`src/rtl/conv_sequencer.sv`:
```
// conv_sequencer: control FSM that walks the convolution offset generator
// through filter load, line read/MAC and result store phases.
// Ports:
//   clk, rst          clock, asynchronous active-high reset
//   start             one-cycle run request, honoured only when idle
//   busy              high while in FILTER, LINE or STORE
//   finished          one-cycle pulse when a run completes
//   error             sticky; generator missed its done deadline
//   gen_active        enable to the offset generator
//   gen_mode          generator mode: 00 filter, 01 store, 10 line
//   gen_clr           generator clear, pulsed at the end of a run
//   gen_done          generator phase-complete flag
//   gen_val           current generator offset
//   mem_addr          memory address, phase base + gen_val
//   mem_rd, mem_wr    memory read/write strobes
//   mac_en, mac_clr   accumulate / clear controls for the MAC
module conv_sequencer #(
    parameter int                ADDR_W      = 32,
    parameter logic [ADDR_W-1:0] FILTER_BASE = ADDR_W'(32'h0000_0000),
    parameter logic [ADDR_W-1:0] LINE_BASE   = ADDR_W'(32'h0000_0100),
    parameter logic [ADDR_W-1:0] OUT_BASE    = ADDR_W'(32'h0000_0200),
    parameter int                NUM_LINES   = 4
) (
    input  logic              clk,
    input  logic              rst,
    input  logic              start,
    output logic              busy,
    output logic              finished,
    output logic              error,
    output logic              gen_active,
    output logic [1:0]        gen_mode,
    output logic              gen_clr,
    input  logic              gen_done,
    input  logic [ADDR_W-1:0] gen_val,
    output logic [ADDR_W-1:0] mem_addr,
    output logic              mem_rd,
    output logic              mem_wr,
    output logic              mac_en,
    output logic              mac_clr
);

    localparam int LW = $clog2(NUM_LINES) + 1;

    typedef enum logic [2:0] {
        S_IDLE,
        S_FILTER,
        S_LINE,
        S_STORE,
        S_FIN,
        S_ERR
    } state_t;

    state_t          r_state, w_next;
    logic [1:0]      r_step, w_step;
    logic [LW-1:0]   r_line, w_line;

    always_ff @(posedge clk or posedge rst) begin
        if (rst) begin
            r_state <= S_IDLE;
            r_step  <= 2'd0;
            r_line  <= '0;
        end else begin
            r_state <= w_next;
            r_step  <= w_step;
            r_line  <= w_line;
        end
    end

    always_comb begin
        w_next     = r_state;
        w_step     = r_step;
        w_line     = r_line;
        busy       = 1'b0;
        finished   = 1'b0;
        error      = 1'b0;
        gen_active = 1'b0;
        gen_mode   = 2'b00;
        gen_clr    = 1'b0;
        mem_addr   = '0;
        mem_rd     = 1'b0;
        mem_wr     = 1'b0;
        mac_en     = 1'b0;
        mac_clr    = 1'b0;
        case (r_state)
            S_IDLE: begin
                if (start) begin
                    w_next = S_FILTER;
                    w_step = 2'd0;
                    w_line = '0;
                end
            end
            S_FILTER: begin
                busy       = 1'b1;
                gen_active = 1'b1;
                mem_rd     = 1'b1;
                mem_addr   = FILTER_BASE + gen_val;
                // The generator gets four cycles (step 0..3) to raise done
                if (gen_done) begin
                    w_next = S_LINE;
                    w_step = 2'd0;
                end else if (r_step == 2'd3) begin
                    w_next = S_ERR;
                end else begin
                    w_step = r_step + 2'd1;
                end
            end
            S_LINE: begin
                busy       = 1'b1;
                gen_active = 1'b1;
                gen_mode   = 2'b10;
                mem_rd     = 1'b1;
                mac_en     = 1'b1;
                mem_addr   = LINE_BASE + gen_val;
                if (gen_done) begin
                    w_next = S_STORE;
                    w_step = 2'd0;
                end else if (r_step == 2'd3) begin
                    w_next = S_ERR;
                end else begin
                    w_step = r_step + 2'd1;
                end
            end
            S_STORE: begin
                busy       = 1'b1;
                gen_active = 1'b1;
                gen_mode   = 2'b01;
                mem_wr     = 1'b1;
                mac_clr    = 1'b1;
                mem_addr   = OUT_BASE + gen_val;
                w_line     = r_line + 1'b1;
                w_next     = (r_line == LW'(NUM_LINES - 1)) ? S_FIN : S_LINE;
            end
            S_FIN: begin
                // Clearing here leaves the generator at offset 0 for the next run
                finished = 1'b1;
                gen_clr  = 1'b1;
                w_next   = S_IDLE;
            end
            S_ERR: begin
                error = 1'b1;
            end
            default: begin
                w_next = S_IDLE;
                w_step = 2'd0;
                w_line = '0;
            end
        endcase
    end

endmodule
```
`config.mk`:
```
export PLATFORM = sky130hd
export DESIGN_NAME = conv_sequencer
export DESIGN_NICKNAME = d
export VERILOG_FILES = /design/src/rtl/conv_sequencer.sv
export SDC_FILE = /design/constraint.sdc
export NUM_CORES = 1
export LEC_CHECK = 0
export CORE_UTILIZATION = 40
export DETAILED_ROUTE_END_ITERATION = 10
export GPL_ROUTABILITY_DRIVEN = 0
export PLACE_DENSITY = 0.78
export SLEW_MARGIN = 15
export SYNTH_ARGS = -nofsm -noshare
export SYNTH_HDL_FRONTEND = slang
export SYNTH_SLANG_ARGS = --single-unit
```
`constraint.sdc`:
```
create_clock -name clk -period 2.5 [get_ports clk]
set_input_delay 0.5 -clock clk [delete_from_list [all_inputs] [get_ports clk]]
set_output_delay 0.5 -clock clk [all_outputs]
set_load 0.02 [all_outputs]
```
Word level (Yosys, flattened, before mapping). Cells that the tools add are included.

Bitwise gates (word level): 3. Reductions and logical operators: 8. Eq/ne operators: 9. Add/sub/neg operators: 4. Multiplexer cells: 20.

Operator list (number): $pmux 32 s3 (1); $add 10x32->32 const A (1); $add 9x32->32 const A (1); $mux 3 (6); $pmux 3 s5 (1); $eq 3x2->1 const B (3); $pmux 3 s3 (1); $eq 3x3->1 const B (2); $mux 1 (6); $mux 2 (3); $pmux 2 s3 (1); $reduce_or 3->1 (2); $pmux 2 s2 (1); $reduce_and 2->1 (2); $reduce_or 4->1 (1); $add 3x1->3 const B (1); $eq 3x1->1 const B (1); $logic_not 3->1 (1); $ne 3x3->1 const B (1); $not 1->1 (3); $reduce_and 3->1 (1); $add 2x1->2 const B (1); $eq 2x2->1 const B (1); $ne 2x2->1 const B (1); $reduce_or 2->1 (1).

Logic and storage cells: 47. Bits in registers: 8. Output and inout port bits: 43.

Longest topological paths before layout.
Depth in word-level cells: 4. Mapped depth: 8. Depth with buffers taken out: 6.

Worst setup path after synthesis. OpenSTA, ideal clock, no wires.

Kind: input-to-output. Start point: input gen_val[9]. End point: output mem_addr[27]. Buffers on the path: 0. Data arrival time: 2.043 ns. Stages: 6. Slack: -0.043 ns. Path through: ha_1 > nand3_2 > or3_1 > nor4_2 > xnor2_1 > nor3_1.

Cells in the longest elaborated chain, start to end: 2. Elaborated cells between the ends (all ways): 3.

RTL lines: start: declaration (line 34) `input logic [ADDR_W-1:0] gen_val,`; $add 10x32->32 or $add 9x32->32 (tied branches) (line 129, 113); $pmux 32 s3 * (line 84) `case (r_state)`; end: declaration (line 35) `output logic [ADDR_W-1:0] mem_addr,`.

Mark *: on every way between the ends. The rest lies on a longest branch, timed or not.

Worst setup path in the final report.
Start point: input gen_val[29]. End point: output mem_addr[31].

The elaborated chain is that of the path after synthesis.

==> impl_metrics.ini <==
[outcome]
status = finished, violations left
violations = setup timing

[grt]
grt_start_max_net_pins = 30
grt_overflow = 0
grt_pass1_wl_um = 11300
groute.usage.overall_pct = 32.6
antenna_found_initial = 0
grt_pass1_vias = 2549

[timing]
whs_ps = 527
setup_slack_ps = -11.7
worst_pin_slew_ps = 326
hold_viol = 0
fin_crit_sh_pct = 100
rsz0062_at_grt = true
slew_headroom_pct = 78.0
slew_viol_final = 0
layout_min_cycle_time_ps = 2510
fmax_mhz = 398
finalClockSkew_ps = 3.09
setup-violations-final = 1

[final_layout]
area_growth_pct = 96.0
final_nets = 453
diodes = 0
final_common_cell = buf_4
layout_common_cells = buf_4, a21oi_1, nor2_1
n_fill_cell = 269
drive_above_1_share_pct = 45.4
final_cell_count_no_fill = 460

[clock_network]
ctsHoldBuffers = 0
clkTransAtPathRegs_ps = 40
cts_tree = done
cts_root_buf = clkbuf_8
htreeDepth = 1
clk_latency_ps = 230
cts_buffer_depth = 2
clock_sinks = 8
numCtsBuffers = 3

[setup_path]
cp.required_ps = 2000
crit_arrival_ps = 2010
worstPathMaxFanout = 2
endpoint_kind = primary output
critPathKind = in2out
critPathBufInv = 2
startpoint_type = input pin
crit_family = simple AND/OR/NAND/NOR gates
max_stage_delay_ps = 510
path_cells = clkdlybuf4s50_1 > and2_4 > nand4_1 > or4b_4 > nand3_2 > buf_6
slowest_stage = or4b_4

[floorplanning]
rows = 23
core_mm2 = 0.00403
dieArea_mm2 = 0.00448
start_util_pct = 41.9
die_h_um = 67.0
ios = 79
die_w_um = 67.0

[worst_hold_path]
min_path_type = in2async

[synth]
syn-num-nets = 300
yosysSeqAreaShare_pct = 11.9
synth.distinct_cells = 48
avgSynthCellArea_um2 = 6.52
yosysWarnings = 0
synthCells = 259
synth_area_mm2 = 0.00169
synth_seq_cells = 8

[power]
vdd_drop_max_mv = 0.694
p_leak_uw = 0.00168
p_per_area_mw_per_mm2 = 829
power.total_uw = 2740

[routing]
first_iter_violations = 166
drc = 0
vias = 2732
wl_met3_um = 749
top_layer_used = met4
first_pass_iters = 4
antenna_left = 0
avgViaCountPerCell = 5.94
drt-wirelength-per-cell_um = 17.2
drt-total-wl_um = 7900
wl_met2_um = 3930
drt-met1-wl_um = 2880

[run]
cap_violations = 0

[placed_design]
post-place-ws_ps = -953
io_buffer_count = 78
dp.cells = 444
dp.final_hpwl_um = 5070
-- where the power goes --
group	internal [uW]	switching (uW)	leakage (uW)
clock	104	49.5	0.0000216
sequential	183	67.9	0.000102
combinational	1030	1310	0.00156
total	1320	1430	0.00168
-- path summary, 6_finish.rpt --
kind / from / to / slack, ps / cells past startpoint
min in group clk: r_step[1] / r_step[1] / 530 / 1
worst max-delay path: gen_val[29] / mem_addr[31] / -10 / 6
worst min register to register: r_step[1] / r_step[1] / 530 / 1
max in group asynchronous: rst / r_state[1] / 1720 / 2
worst min-delay path: rst / r_step[1] / 530 / 2
worst max register to register: r_state[2] / r_step[1] / 570 / 8
-- cells in the mapped netlist, drive strengths merged --
library cell	count	area, um^2
mux2i	4	40.0
a211oi	2	15.0
nor2b	4	25.0
nand2	27	101
inv	8	30.0
a22oi	8	60.1
a41oi	2	17.5
nor3	11	60.1
and2	12	75.1
nand2b	3	18.8
o21a	1	7.51
a221o	2	20.0
o221ai	1	8.76
nand3	10	55.1
a31oi	4	25.0
xnor2	2	17.5
o31ai	1	7.51
nand4	8	65.1
mux2	5	56.3
nor4	6	65.1
buf	11	70.1
nor4b	1	8.76
nor2	31	116
ha	5	62.6
o21ai	18	90.1
clkbuf	11	42.5
a21oi	33	165
xor2	3	26.3
and4	1	8.76
o22ai	1	6.26
or3	1	6.26
nor3b	2	25.0
or2	1	6.26
and3	4	25.0
or4b	1	10.0
o211ai	4	30.0
a22o	2	17.5
dfrtp	8	200
-- area by class of cell --
type,count,area [um^2],share of cell area [%]
multi-input cells,221,1560,47.2
repair buffers,170,1410,42.6
flip-flops and latches,8,201,6.09
well taps,50,62.6,1.89
clock buffers,3,41.3,1.25
inverters,8,30.0,0.908
-- sequential cells by signal (all words and copies together), names as in the netlist --
signal	cells
r_state	3
r_step	2
r_line	3
-- per-layer routing --
| metal | vias to the layer above | GRT usage [%] |
|---|---|---|
| li1 | 1247 | - |
| met3 | 45 | 6.34 |
| met4 | 0 | 10.1 |
| met5 | - | 0 |
| met1 | 1265 | 37.6 |
| met2 | 175 | 59.3 |
-- kinds of logic (layout without fill, tap and decap cells) --
kind of cell	after synthesis	after routing	share of synthesized area, %
XOR/XNOR	5	5	2.59
adder cells (fa/ha/maj)	5	5	3.71
buffers and inverters	30	181	8.45
AND/OR/NAND/NOR	123	123	39.8
flip-flops	8	8	11.9
AO/OA/AOI/OAI	79	79	27.9
multiplexers	9	9	5.71
-- what timing repair did --
action                                  in CTS  in global routing
endpoints found under the setup margin      30                 35
gates resized for setup                    170                 87
setup buffers                                8                  5
pin swaps                                   16                 18
-- metrics by stage --
step / setup TNS [ps] / util [%] / area [um^2]
5_1_grt: -201 / 82.1 / 3310
3_5_place_dp: -16840 / 74.9 / 3020
2_1_floorplan: 0 / - / 1690
4_1_cts: 0 / 77.9 / 3140
3_3_place_gp: -16140 / 74.9 / 3020
6_report: -11.7 / 82.1 / 3310
(Power assumes the default switching activity.)
